`src/rtl/mem_port_arbiter.sv`:
```
// Round-robin arbiter sharing one 16-bit data-memory port among NCORES requesters,
// with 2-cycle load-return tracking. Define MEM_ARB_STORE_PRIO_EN to favour stores over loads.
module mem_port_arbiter #(
  parameter int NCORES = 4,
  parameter int CW     = $clog2(NCORES)
) (
  input  logic                 clk_i,
  input  logic                 rst_i,
  input  logic [NCORES-1:0]    req_valid_i,
  input  logic [NCORES-1:0]    req_we_i,
  input  logic [NCORES*16-1:0] req_addr_i,
  input  logic [NCORES*16-1:0] req_wdata_i,
  output logic [NCORES-1:0]    grant_o,
  output logic [NCORES-1:0]    rdata_valid_o,
  output logic [15:0]          rdata_o,
  output logic                 mem_en_o,
  output logic                 mem_we_o,
  output logic [15:0]          mem_addr_o,
  output logic [15:0]          mem_wdata_o,
  input  logic [15:0]          mem_rdata_i
);

  logic [CW-1:0]     rr_ptr_q, rr_ptr_d;
  logic              pend1_v_q, pend1_v_d;
  logic [CW-1:0]     pend1_id_q, pend1_id_d;
  logic              pend2_v_q;
  logic [CW-1:0]     pend2_id_q;

  logic [NCORES-1:0] elig;
  logic [CW:0]       pick;
  logic              gnt_any;
  logic [CW-1:0]     gidx;

  // Returns {found, index} of the first set bit at or after ptr, wrapping.
  function automatic logic [CW:0] rr_pick(input logic [NCORES-1:0] vec,
                                          input logic [CW-1:0]     ptr);
    logic [CW:0] res;
    int          idx;
    res = '0;
    for (int i = NCORES - 1; i >= 0; i--) begin
      idx = (int'(ptr) + i) % NCORES;
      if (vec[idx]) res = {1'b1, CW'(idx)};
    end
    return res;
  endfunction

  // A load is blocked only while its previous load sits in the first pipe stage.
  always_comb begin
    elig = '0;
    for (int k = 0; k < NCORES; k++) begin
      elig[k] = req_valid_i[k] &&
                (req_we_i[k] || !(pend1_v_q && (pend1_id_q == CW'(k))));
    end
  end

  always_comb begin
    pick = '0;
`ifdef MEM_ARB_STORE_PRIO_EN
    if (|(elig & req_we_i)) pick = rr_pick(elig & req_we_i, rr_ptr_q);
    else                    pick = rr_pick(elig & ~req_we_i, rr_ptr_q);
`else
    pick = rr_pick(elig, rr_ptr_q);
`endif
  end

  assign gnt_any = pick[CW] && !rst_i;
  assign gidx    = pick[CW-1:0];

  always_comb begin
    grant_o     = '0;
    mem_en_o    = 1'b0;
    mem_we_o    = 1'b0;
    mem_addr_o  = '0;
    mem_wdata_o = '0;
    rr_ptr_d    = rr_ptr_q;
    pend1_v_d   = 1'b0;
    pend1_id_d  = pend1_id_q;
    if (gnt_any) begin
      grant_o[gidx] = 1'b1;
      mem_en_o      = 1'b1;
      mem_we_o      = req_we_i[gidx];
      mem_addr_o    = req_addr_i[gidx*16 +: 16];
      mem_wdata_o   = req_wdata_i[gidx*16 +: 16];
      rr_ptr_d      = (int'(gidx) == NCORES - 1) ? '0 : gidx + CW'(1);
      if (!req_we_i[gidx]) begin
        pend1_v_d  = 1'b1;
        pend1_id_d = gidx;
      end
    end
  end

  always_ff @(posedge clk_i) begin
    if (rst_i) begin
      rr_ptr_q   <= '0;
      pend1_v_q  <= 1'b0;
      pend1_id_q <= '0;
      pend2_v_q  <= 1'b0;
      pend2_id_q <= '0;
    end else begin
      rr_ptr_q   <= rr_ptr_d;
      pend1_v_q  <= pend1_v_d;
      pend1_id_q <= pend1_id_d;
      pend2_v_q  <= pend1_v_q;
      pend2_id_q <= pend1_id_q;
    end
  end

  always_comb begin
    rdata_valid_o = '0;
    if (pend2_v_q) rdata_valid_o[pend2_id_q] = 1'b1;
  end

  assign rdata_o = mem_rdata_i;

endmodule

```
`config.mk`:
```
export PLATFORM = sky130hd
export DESIGN_NAME = mem_port_arbiter
export DESIGN_NICKNAME = d
export VERILOG_FILES = /design/src/rtl/mem_port_arbiter.sv
export SDC_FILE = /design/constraint.sdc
export NUM_CORES = 1
export LEC_CHECK = 0
export CORE_MARGIN = 8
export CORE_UTILIZATION = 30
export DETAILED_ROUTE_END_ITERATION = 10
export GPL_TIMING_DRIVEN = 0
export HOLD_SLACK_MARGIN = 0.15
export PLACE_DENSITY = 0.93
export SLEW_MARGIN = 20
export SYNTH_ARGS = -nofsm -noshare
export SYNTH_HDL_FRONTEND = slang
export SYNTH_SLANG_ARGS = --single-unit
```
`constraint.sdc`:
```
create_clock -name clk_i -period 4.7 [get_ports clk_i]
set_input_delay 0.47 -clock clk_i [delete_from_list [all_inputs] [get_ports clk_i]]
set_output_delay 0.47 -clock clk_i [all_outputs]
set_load 0.02 [all_outputs]
```
### After elaboration in Yosys (flattened, before gate mapping)

Cells that the tools add are included.

| word-level totals | value |
|---|---|
| register bits | 8 |
| logic and storage cells | 83 |

| operators by class | value |
|---|---|
| add/subtract/negate cells | 4 |
| $lt $le $gt $ge | 8 |
| equality and inequality tests | 4 |
| shift operators | 2 |
| muxes and demuxes | 29 |
| bitwise logic cells | 5 |
| reductions and logical operators | 26 |

Operator list:

| operator | count |
|---|---|
| $shiftx A64 B7 Y16 | 2 |
| $mux W16 | 2 |
| $mux W1 | 13 |
| $lt A3 B4 Y1 const B | 3 |
| $mux W3 | 4 |
| $logic_and A1 B1 Y1 | 11 |
| $bmux W1 S2 | 5 |
| $lt A2 B3 Y1 const B | 3 |
| $mux W4 | 2 |
| $reduce_or A2 Y1 | 4 |
| $logic_not A1 Y1 | 5 |
| $add A2 B1 Y2 const B | 2 |
| $add A2 B2 Y2 const B | 2 |
| $demux W1 S2 | 2 |
| $eq A2 B1 Y1 const B | 2 |
| $eq A2 B2 Y1 const B | 2 |
| $ge A2 B1 Y1 const B | 2 |
| $logic_or A1 B1 Y1 | 4 |
| $and A1 B1 Y1 const A | 3 |
| $logic_not A2 Y1 | 1 |
| $mux W2 | 1 |
| $not A1 Y1 | 2 |
| $reduce_and A2 Y1 | 1 |

### Logic depth before layout (Yosys ltp)

Gate-level depths: netlist (run 1).

| logic depth | value |
|---|---|
| depth in word-level cells | 17 |
| depth in mapped cells | 12 |

### Worst setup path after synthesis (run 1)

No wires, ideal clock.

| timing path | value |
|---|---|
| path kind | input to output |
| start | input req_we_i[0] |
| end | output grant_o[3] |
| data arrival time | 2.227 ns |
| path slack | 2.003 ns |
| stages | 8 |
| path buffers | 1 |
| path through | or4b_4 -> a32o_1 -> a21oi_1 -> o22ai_2 -> inv_2 -> buf_2 -> ha_1 -> and2_1 |

| between the ends | value |
|---|---|
| word-level cells in the longest chain between the ends | 14 |
| elaborated cells between the ends (all ways) | 24 |
| classes of those cells | order compare (2); mux (18); reduce/logical (4) |

Ends and longest elaborated chain:

| element | RTL line | text |
|---|---|---|
| start: declaration | 10 | `input logic [NCORES-1:0] req_we_i,` |
| $logic_or A1 B1 Y1 * | 52 | `(req_we_i[k] \|\| !(pend1_v_q && (pend1_id_q == CW'(k))));` |
| $logic_and A1 B1 Y1 * | 51 | `elig[k] = req_valid_i[k] &&` |
| $bmux W1 S2 | 42 | `if (vec[idx]) res = {1'b1, CW'(idx)};` |
| $mux W1 (not written as such) (2 in a row) | 42 |  |
| $mux W3 (3 in a row) | 42 |  |
| $mux W3 * | 42 |  |
| named net pick[1] | 30 | `logic [CW:0] pick;` |
| $lt A2 B3 Y1 (not written as such) / $ge A2 B1 Y1 (equally long branches) | 79 | `grant_o[gidx] = 1'b1;` |
| $logic_and A1 B1 Y1 (not written as such) | 79 |  |
| $mux W1 (not written as such) | 79 |  |
| $demux W1 S2 * | 79 |  |
| $mux W4 * | 78 | `if (gnt_any) begin` |
| end: declaration | 13 | `output logic [NCORES-1:0] grant_o,` |

Mark *: on every way through the listed nets, which the timed path passes. The rest lies on a longest branch. The select of a mux whose other input is x is not followed.

### Worst setup path after layout (run 1)

| timing path | value |
|---|---|
| start | input req_we_i[0] |
| end | output mem_wdata_o[11] |

| between the ends | value |
|---|---|
| word-level cells in the longest chain between the ends | 11 |
| elaborated cells between the ends (all ways) | 20 |
| classes of those cells | shift (1); mux (16); reduce/logical (3) |

Ends and longest elaborated chain:

| element | RTL line | text |
|---|---|---|
| $logic_or A1 B1 Y1 * | 52 |  |
| $logic_and A1 B1 Y1 * | 51 |  |
| $bmux W1 S2 | 42 |  |
| $mux W1 (not written as such) (2 in a row) | 42 |  |
| $mux W3 (3 in a row) | 42 |  |
| $mux W3 * | 42 |  |
| $shiftx A64 B7 Y16 / $logic_and A1 B1 Y1 (equally long branches) | 83, 66 |  |
| $mux W16 * | 78 |  |
| end: declaration | 19 | `output logic [15:0] mem_wdata_o,` |

Mark *: on every way between the ends. The rest lies on a longest branch, timed or not. The select of a mux whose other input is x is not followed.

==> reports/qor.csv, run 1 <==
metric,value,unit
# fillers,490,
NumNets Final,616,
Hold Path Class,reg2reg,
clk buf depth,2,
Critical Path End Type,primary output,
total negative setup slack,0,ps
core area,6200,sq um
RSZ-0062 raised after global routing,false,
first-pass GRT wire length,14.1,mm
vias per inst,4.82,
Num CTS Buffers,3,
vias in the first global route,2789,
Initial DRC Count,69,
row count,29,
register area,160,sq um
diode count,0,
PwrDens,296,nW/um^2
busiest grt layer,met2,
"Seq/Total Area, Yosys",8.52,%
Hold Buf Count CTS,0,
critical path arrival,3470,ps
Critical Path RT,4230,ps
Final Max Tran Viols,0,
status,completed,
Syn Nets,416,
Mapped Cells,258,
final setup margin,764,ps
register bit total from synthesis,8,
"Hold Vio Cnt, Final",0,
Initial Utilization,30.3,%
CTS root buffer,clkbuf_8,
CTS Sinks,8,
P&R area growth vs syn,111,%
Slew HR,66.3,%
met1 Use GR,18.1,%
"Clk pin slew, worst setup/hold paths",40,ps
M2 GR Usage,38.5,%
hpwl dp,8.36,mm
Multi-input gate area,1470,sq um
period utilisation layout,83.8,%
grt met3 use,9.29,%
Setup-failing EPs final,0,
largest net degree at the start of global routing,12,
Worst-Skew Late Latency,230,ps
TritonCTS clock tree,yes,
Remaining DRCs,0,
Clock Skews,0.920,ps
Worst-Margin Slew,506,ps
total wire length,9.57,mm
Netlist cell types,35,
CP Class,in2out,
global placement routability congestion,0.831,
routed length per placed instance,18.0,microns
Max Freq,254,MHz
Ys Warns,0,
max cap viols,0,
synthesized area,1880,sq um
CTS H-tree lvls,1,
Die H,95.1,microns
fin area,3970,sq um
Avg Inst Size Synth,7.28,sq um
CTS resizes,0,
via count,2571,
number of buffers added on ports,195,
ANT nets after route,0,
First-pass DRT Iterations,4,
die area,9050,sq um
"Core Util, Final",64.0,%
DP Area,3930,sq um
GRT Util Overall,19.8,%
global route total overflow,0,
DIE WIDTH,95.1,microns
worst hold slack,520,ps
r2r setup slk,2080,ps
postcts setup bufs,0,
Ports,212,
LEAKAGE,0.00192,uW
initial antenna violation count,0,
DP Worst Slack,751,ps
Peak VDD IR,0.000168,V
Crit Path Max Fanout,10,
share of layout cells above drive strength 1,8.11,%
CP startpoint kind,input port,
Final Critical Period,3940,ps
-- stage by stage --
stage / cells / power [uW]
after floorplan: 258 / 705
after global placement: 530 / 1080
after detailed placement: 530 / 1100
after CTS: 533 / 1190
after global routing: 533 / 1260
final: 533 / 1180
-- where the power goes --
part / internal, uW / switching (uW) / total, uW / leakage (uW)
Combinational: 512 / 477 / 989 / 0.00184
Clock: 55.4 / 26.0 / 81.4 / 0.0000216
Sequential: 84.6 / 20.8 / 105 / 0.0000659
Total: 652 / 524 / 1180 / 0.00192
-- logic make-up (layout without fill, tap and decap cells) --
family	count (synthesis)	count (layout)	synth area share, %
DFF	8	8	8.52
and+or+nand+nor	127	127	33.6
adders and majority gates	4	4	2.66
muxes	68	68	36.5
AOI/OAI and AO/OA	13	13	5.66
buffers and inverters	38	236	13.1
-- Yosys cell counts --
cell type / number / area [sq um]
nand2_1: 69 / 259
mux2i_1: 67 / 671
and3_1: 35 / 219
buf_4: 16 / 120
clkbuf_1: 9 / 33.8
dfxtp_1: 8 / 160
and2_1: 6 / 37.5
buf_2: 5 / 25.0
buf_6: 5 / 56.3
nor2_1: 5 / 18.8
ha_1: 4 / 50.1
nor2b_1: 3 / 18.8
a22oi_1: 2 / 15.0
inv_1: 2 / 7.51
o22ai_1: 2 / 12.5
a21oi_1: 1 / 5.00
a22o_1: 1 / 8.76
a22oi_2: 1 / 12.5
a2bb2oi_1: 1 / 8.76
a32o_1: 1 / 10.0
and3b_1: 1 / 8.76
inv_2: 1 / 3.75
mux2_4: 1 / 15.0
nand2_2: 1 / 6.26
nand4b_1: 1 / 8.76
nand4bb_1: 1 / 11.3
nor3_1: 1 / 5.00
nor3_2: 1 / 10.0
nor3b_1: 1 / 7.51
o21ai_0: 1 / 5.00
o22a_1: 1 / 8.76
o22ai_2: 1 / 12.5
o31ai_1: 1 / 7.51
or2_2: 1 / 6.26
or4b_4: 1 / 13.8
-- layout by cell type (no fill, tap or decap), types with 2 or more instances in the layout --
cell type / synthesis / final
mux2i_1: 67 / 67
and3_1: 35 / 35
inv_1: 2 / 2
clkbuf_8: 0 / 3
dfxtp_1: 8 / 8
nor2_1: 5 / 5
buf_2: 5 / 5
nor2b_1: 3 / 3
and2_1: 6 / 6
buf_4: 16 / 16
a22oi_1: 2 / 2
clkdlybuf4s50_1: 0 / 195
buf_6: 5 / 5
ha_1: 4 / 4
o22ai_1: 2 / 2
nand2_1: 69 / 69
clkbuf_1: 9 / 9
-- area by class of cell --
| cell class | instances | area share (%) |
|---|---|---|
| clock buffer | 3 | 1.04 |
| multi-input combinational | 212 | 37.1 |
| timing repair buffer | 195 | 49.2 |
| buffer | 35 | 5.93 |
| tap | 77 | 2.43 |
| inverter | 3 | 0.284 |
| sequential | 8 | 4.04 |
-- registers in the layout (all words and copies together) (netlist names) --
name	cells
pend2_v_q	1
rr_ptr_q	2
pend1_v_q	1
pend2_id_q	2
pend1_id_q	2
-- metal layers --
layer / vias up / wire, microns / share of wire, %
met5: - / 0 / 0
met4: 0 / 140 / 1.5
met3: 12 / 1090 / 11
met2: 113 / 5200 / 54
met1: 1171 / 3140 / 33
li1: 1275 / - / -
-- worst max-delay path, stage by stage --
cell,delay (ps)
clkdlybuf4s50_1,420
or4b_4,500
a32o_1,270
a21oi_1,170
o22ai_2,190
inv_2,190
clkbuf_1,380
nand2_1,110
and3_1,200
clkdlybuf4s50_1,560
-- final timing paths --
path	startpoint	end	depth (start not counted)
worst min register to register	pend1_v_q$_SDFF_PP0_	pend2_v_q$_SDFF_PP0_	1
worst max-delay path	req_we_i[0]	mem_wdata_o[11]	10
worst min-delay path	pend1_v_q$_SDFF_PP0_	pend2_v_q$_SDFF_PP0_	1
worst max register to register	pend1_id_q[1]$_SDFFE_PP0P_	rr_ptr_q[0]$_SDFFE_PP0P_	10
Note: power is estimated with default switching activity, not from simulation.
==> inputs of run 2 (changes only) <==
CORE_UTILIZATION = 28   (was 30)
PLACE_DENSITY = 0.88   (was 0.93)
clock period = 3.7 ns   (was 4.7 ns; I/O delays follow)
==> run 2 against run 1 <==
Wire length fell by 4.1%. Critical path depth increased by 1. Critical endpoint is now mem_wdata_o[10]. Non-clock buffer count rose by 2. Power rose by 29%. Largest cell class unchanged. Die area rose by 5.9%.
==> reports/qor.csv, run 2 (synthesis gave the netlist of run 1 again) <==
metric,value,unit
CP peak stage delay,550,ps
DIE WIDTH,97.9,microns
final setup margin,102,ps
clk buf depth,2,
vias per inst,4.73,
largest net degree at the start of global routing,12,
fin area,4040,sq um
Slew HR,68.5,%
"Hold Vio Cnt, Final",0,
CP most frequent cell,clkdlybuf4s50_1,
"Clk pin slew, worst setup/hold paths",40,ps
vias in the first global route,2816,
die area,9590,sq um
number of buffers added on ports,195,
routed length per placed instance,17.1,microns
CP Class,in2out,
first-pass GRT wire length,14.2,mm
row count,30,
GRT Util Overall,18.0,%
LEAKAGE,0.00204,uW
worst path cell trace,clkdlybuf4s50_1 > or4b_4 > a32o_1 > a21oi_1 > o22ai_4 > inv_2 > buf_12 > buf_2 > nand2_1 > and3_1 > clkdlybuf4s50_1,
critical path's top delay family,buffers and inverters,
Pwr Total,1520,uW
Num CTS Buffers,3,
critical path arrival,3230,ps
Remaining DRCs,0,
global route total overflow,0,
P&R area growth vs syn,115,%
Max Freq,278,MHz
Die H,97.9,microns
Hold Path Class,reg2reg,
register area,160,sq um
Critical Path End Type,primary output,
Clock Skews,1.96,ps
DP Area,3930,sq um
# fillers,592,
"Core Util, Final",60.8,%
CTS root buffer,clkbuf_8,
Multi-input gate area,1480,sq um
share of layout cells above drive strength 1,9.17,%
First-pass DRT Iterations,4,
DP Worst Slack,-30.8,ps
Worst-Margin Slew,468,ps
Final Critical Period,3600,ps
CTS Sinks,8,
period utilisation layout,97.2,%
max cap viols,0,
NumNets Final,618,
Buf/Inv on CP,5,
via count,2546,
core area,6640,sq um
PwrDens,376,nW/um^2
TritonCTS clock tree,yes,
Ports,212,
Worst-Skew Late Latency,220,ps
most frequent cells in the layout,"clkdlybuf4s50_1, nand2_1, mux2i_1",
Crit-path slowest cell,clkdlybuf4s50_1,
Setup-failing EPs final,0,
Final Max Tran Viols,0,
global placement routability congestion,0.800,
diode count,0,
Regs by FF count,"pend1_id_q: 2 flops, pend2_id_q: 2 flops, rr_ptr_q: 2 flops",
Peak VDD IR,0.000156,V
Initial Utilization,28.3,%
Critical Path RT,3330,ps
CP startpoint kind,input port,
status,completed,
Crit Path Max Fanout,10,
CTS H-tree lvls,1,
initial antenna violation count,0,
RSZ-0062 raised after global routing,false,
hpwl dp,8.08,mm
total wire length,9.17,mm
"commonest non-fill, non-tap cell in the layout",clkdlybuf4s50_1,
ANT nets after route,0,
Initial DRC Count,44,
## run 2: changes by cell type in the layout (fill, tap and decap cells not counted), sizes merged
cell	previous run	this run
clkbuf	12	15
clkdlybuf4s50	195	189
buf	26	25
dlymetal6s2s	0	6
## run 2: through the flow
stage          instances  TNS [ps]  hold WS (ps)
2_1_floorplan        258         0           442
3_3_place_gp         533     -16.7           502
3_5_place_dp         533     -63.7           521
4_1_cts              536         0           525
5_1_grt              538         0           550
6_report             538         0           526
## run 2: power by group
group | internal [uW] | leakage [uW] | switching [uW] | total (uW)
registers | 107 | 0.0000659 | 27.8 | 135
clock network | 70.2 | 0.0000216 | 31.2 | 101
logic | 674 | 0.00195 | 605 | 1280
total | 852 | 0.00204 | 664 | 1520
## run 2: path summary, 6_finish.rpt
path,startpoint,endpoint,cells past startpoint,slack [ps]
setup / recovery,req_we_i[0],mem_wdata_o[10],11,100
hold / removal,pend1_v_q$_SDFF_PP0_,pend2_v_q$_SDFF_PP0_,1,530
setup reg to reg,pend1_id_q[1]$_SDFFE_PP0P_,pend1_id_q[0]$_SDFFE_PP0P_,9,1120
hold reg to reg,pend1_v_q$_SDFF_PP0_,pend2_v_q$_SDFF_PP0_,1,530
## run 2: layout make-up
| type | instances | area share [%] |
|---|---|---|
| inverters | 3 | 0.279 |
| multi-input cells | 212 | 36.7 |
| well taps | 80 | 2.48 |
| repair buffers | 197 | 49.4 |
| clock buffers | 3 | 1.02 |
| plain buffers | 35 | 6.17 |
| flip-flops and latches | 8 | 3.97 |
## run 2: metal layers
metal  global-route usage (%)  share of wire (%)  wire [microns]
met1                     16.2                 34            3160
met3                     8.25                 10             928
met5                        0                  0               0
met2                     35.4                 54            4960
met4                     3.96                1.3             116
## run 2: timing repair
item	in CTS	in global routing
endpoints found under the setup margin	8	16
gates resized for setup	3	12
cloned	0	0
hold buffers	0	0
buffers inserted	0	2
==> inputs of run 3 (changes only) <==
CORE_UTILIZATION = 29   (was 28)
CTS_BUF_LIST = sky130_fd_sc_hd__clkbuf_4   (was unset)
PLACE_DENSITY = 0.91   (was 0.88)
SETUP_SLACK_MARGIN = 0.1   (was unset)
==> run 3 against run 2 <==
Power down 3.3%. Sequential power about the same. Worst hold slack improved by 14 ps. Highest routed layer unchanged. Largest cell class unchanged. Die area down 2.9%. Critical endpoint is now mem_wdata_o[6].
==> reports/qor.csv, run 3 (synthesis gave the netlist of run 1 again) <==
metric,value,unit
clk buf depth,2,
max cap viols,0,
total wire length,9.97,mm
Final Critical Period,3570,ps
most frequent cells in the layout,"clkdlybuf4s50_1, nand2_1, mux2i_1",
via count,2598,
Regs by FF count,"pend1_id_q: 2 flops, pend2_id_q: 2 flops, rr_ptr_q: 2 flops",
period utilisation layout,96.5,%
"Clk pin slew, worst setup/hold paths",50,ps
share of layout cells above drive strength 1,10.0,%
Worst-Margin Slew,504,ps
PwrDens,362,nW/um^2
"commonest non-fill, non-tap cell in the layout",clkdlybuf4s50_1,
ANT nets after route,0,
NumNets Final,618,
Buf/Inv on CP,5,
global route total overflow,0,
critical path arrival,3200,ps
diode count,0,
CP most frequent cell,buf_6,
Peak VDD IR,0.000250,V
LEAKAGE,0.00234,uW
CTS Sinks,8,
core area,6310,sq um
RSZ-0062 raised after global routing,true,
Worst-Skew Late Latency,250,ps
Ports,212,
routed length per placed instance,18.6,microns
Num CTS Buffers,3,
Setup-failing EPs final,0,
CTS H-tree lvls,1,
Remaining DRCs,0,
vias per inst,4.86,
Die H,96.5,microns
Crit Path Max Fanout,10,
status,completed,
Max Freq,280,MHz
initial antenna violation count,0,
worst path cell trace,clkdlybuf4s50_1 > or4b_4 > nand2_2 > o22ai_1 > o22a_1 > buf_6 > buf_6 > buf_6 > mux2i_1 > nand2_1 > and3_1 > clkdlybuf4s50_1,
CP startpoint kind,input port,
worst hold slack,540,ps
die area,9310,sq um
Critical Path RT,3330,ps
Layout Cells excl Fill,535,
CP peak stage delay,610,ps
critical path's top delay family,buffers and inverters,
Final Max Tran Viols,0,
placed cell count,530,
Initial DRC Count,70,
CP Class,in2out,
GRT Util Overall,19.4,%
Slew HR,66.1,%
P&R area growth vs syn,116,%
"Hold Vio Cnt, Final",0,
CTS root buffer,clkbuf_4,
hpwl dp,8.70,mm
Clock Skews,9.60,ps
vias in the first global route,2760,
TritonCTS clock tree,yes,
Crit-path slowest cell,clkdlybuf4s50_1,
total negative setup slack,0,ps
Initial Utilization,29.8,%
row count,29,
largest net degree at the start of global routing,12,
global placement routability congestion,0.826,
DIE WIDTH,96.5,microns
number of buffers added on ports,195,
first-pass GRT wire length,14.0,mm
Hold Path Class,reg2reg,
First-pass DRT Iterations,4,
Hold Buf Count CTS,0,
Critical Path End Type,primary output,
## run 3: changes by cell type in the layout (fill, tap and decap cells not counted), moves of 3 or more
cell,delta
buf_2,+3
clkbuf_1,-4
clkbuf_8,-3
clkdlybuf4s50_1,-24
dlymetal6s2s_1,+22
## run 3: power breakdown
| part | switching (uW) | leakage [uW] | total [uW] | internal, uW |
|---|---|---|---|---|
| clock network | 26.9 | 0.0000138 | 63.9 | 36.9 |
| registers | 25.6 | 0.0000659 | 133 | 107 |
| logic | 616 | 0.00226 | 1270 | 654 |
## run 3: cell type report
type / count / area, sq um
clock buffers: 3 / 22.5
fillers: 544 / 2260
well taps: 77 / 96.3
plain buffers: 35 / 251
flip-flops and latches: 8 / 160
repair buffers: 197 / 2030
multi-input cells: 212 / 1480
inverters: 3 / 11.3
## run 3: final timing paths
check,slack (ps),start,end,depth (start not counted)
worst max-delay path,130,req_we_i[0],mem_wdata_o[6],12
worst min-delay path,540,pend1_v_q$_SDFF_PP0_,pend2_v_q$_SDFF_PP0_,1
worst max register to register,1110,pend1_id_q[1]$_SDFFE_PP0P_,pend1_id_q[0]$_SDFFE_PP0P_,9
worst min register to register,540,pend1_v_q$_SDFF_PP0_,pend2_v_q$_SDFF_PP0_,1
## run 3: per-layer routing
metal	up-vias	track usage (%)	share of wire (%)
li1	1283	-	-
met1	1191	18.0	32
met2	108	38.7	57
met3	16	6.57	9.4
met4	0	5.30	2.2
met5	-	0	0
## run 3: stage by stage
stage | total power, uW | setup WS, ps | utilization [%] | area [sq um]
after detailed placement | 1400 | -110 | 62.2 | 3930
after floorplan | 895 | 1200 | - | 1880
after global placement | 1370 | -65.6 | 62.2 | 3930
final | 1470 | 130 | 64.2 | 4060
after global routing | 1570 | 30.0 | 64.2 | 4060
after CTS | 1470 | 120 | 62.7 | 3960
## run 3: timing repair
item,4_1_cts,5_1_grt
setup endpoints to repair,15,34
buffers inserted,0,2
cloned,0,0
resized for setup,7,39
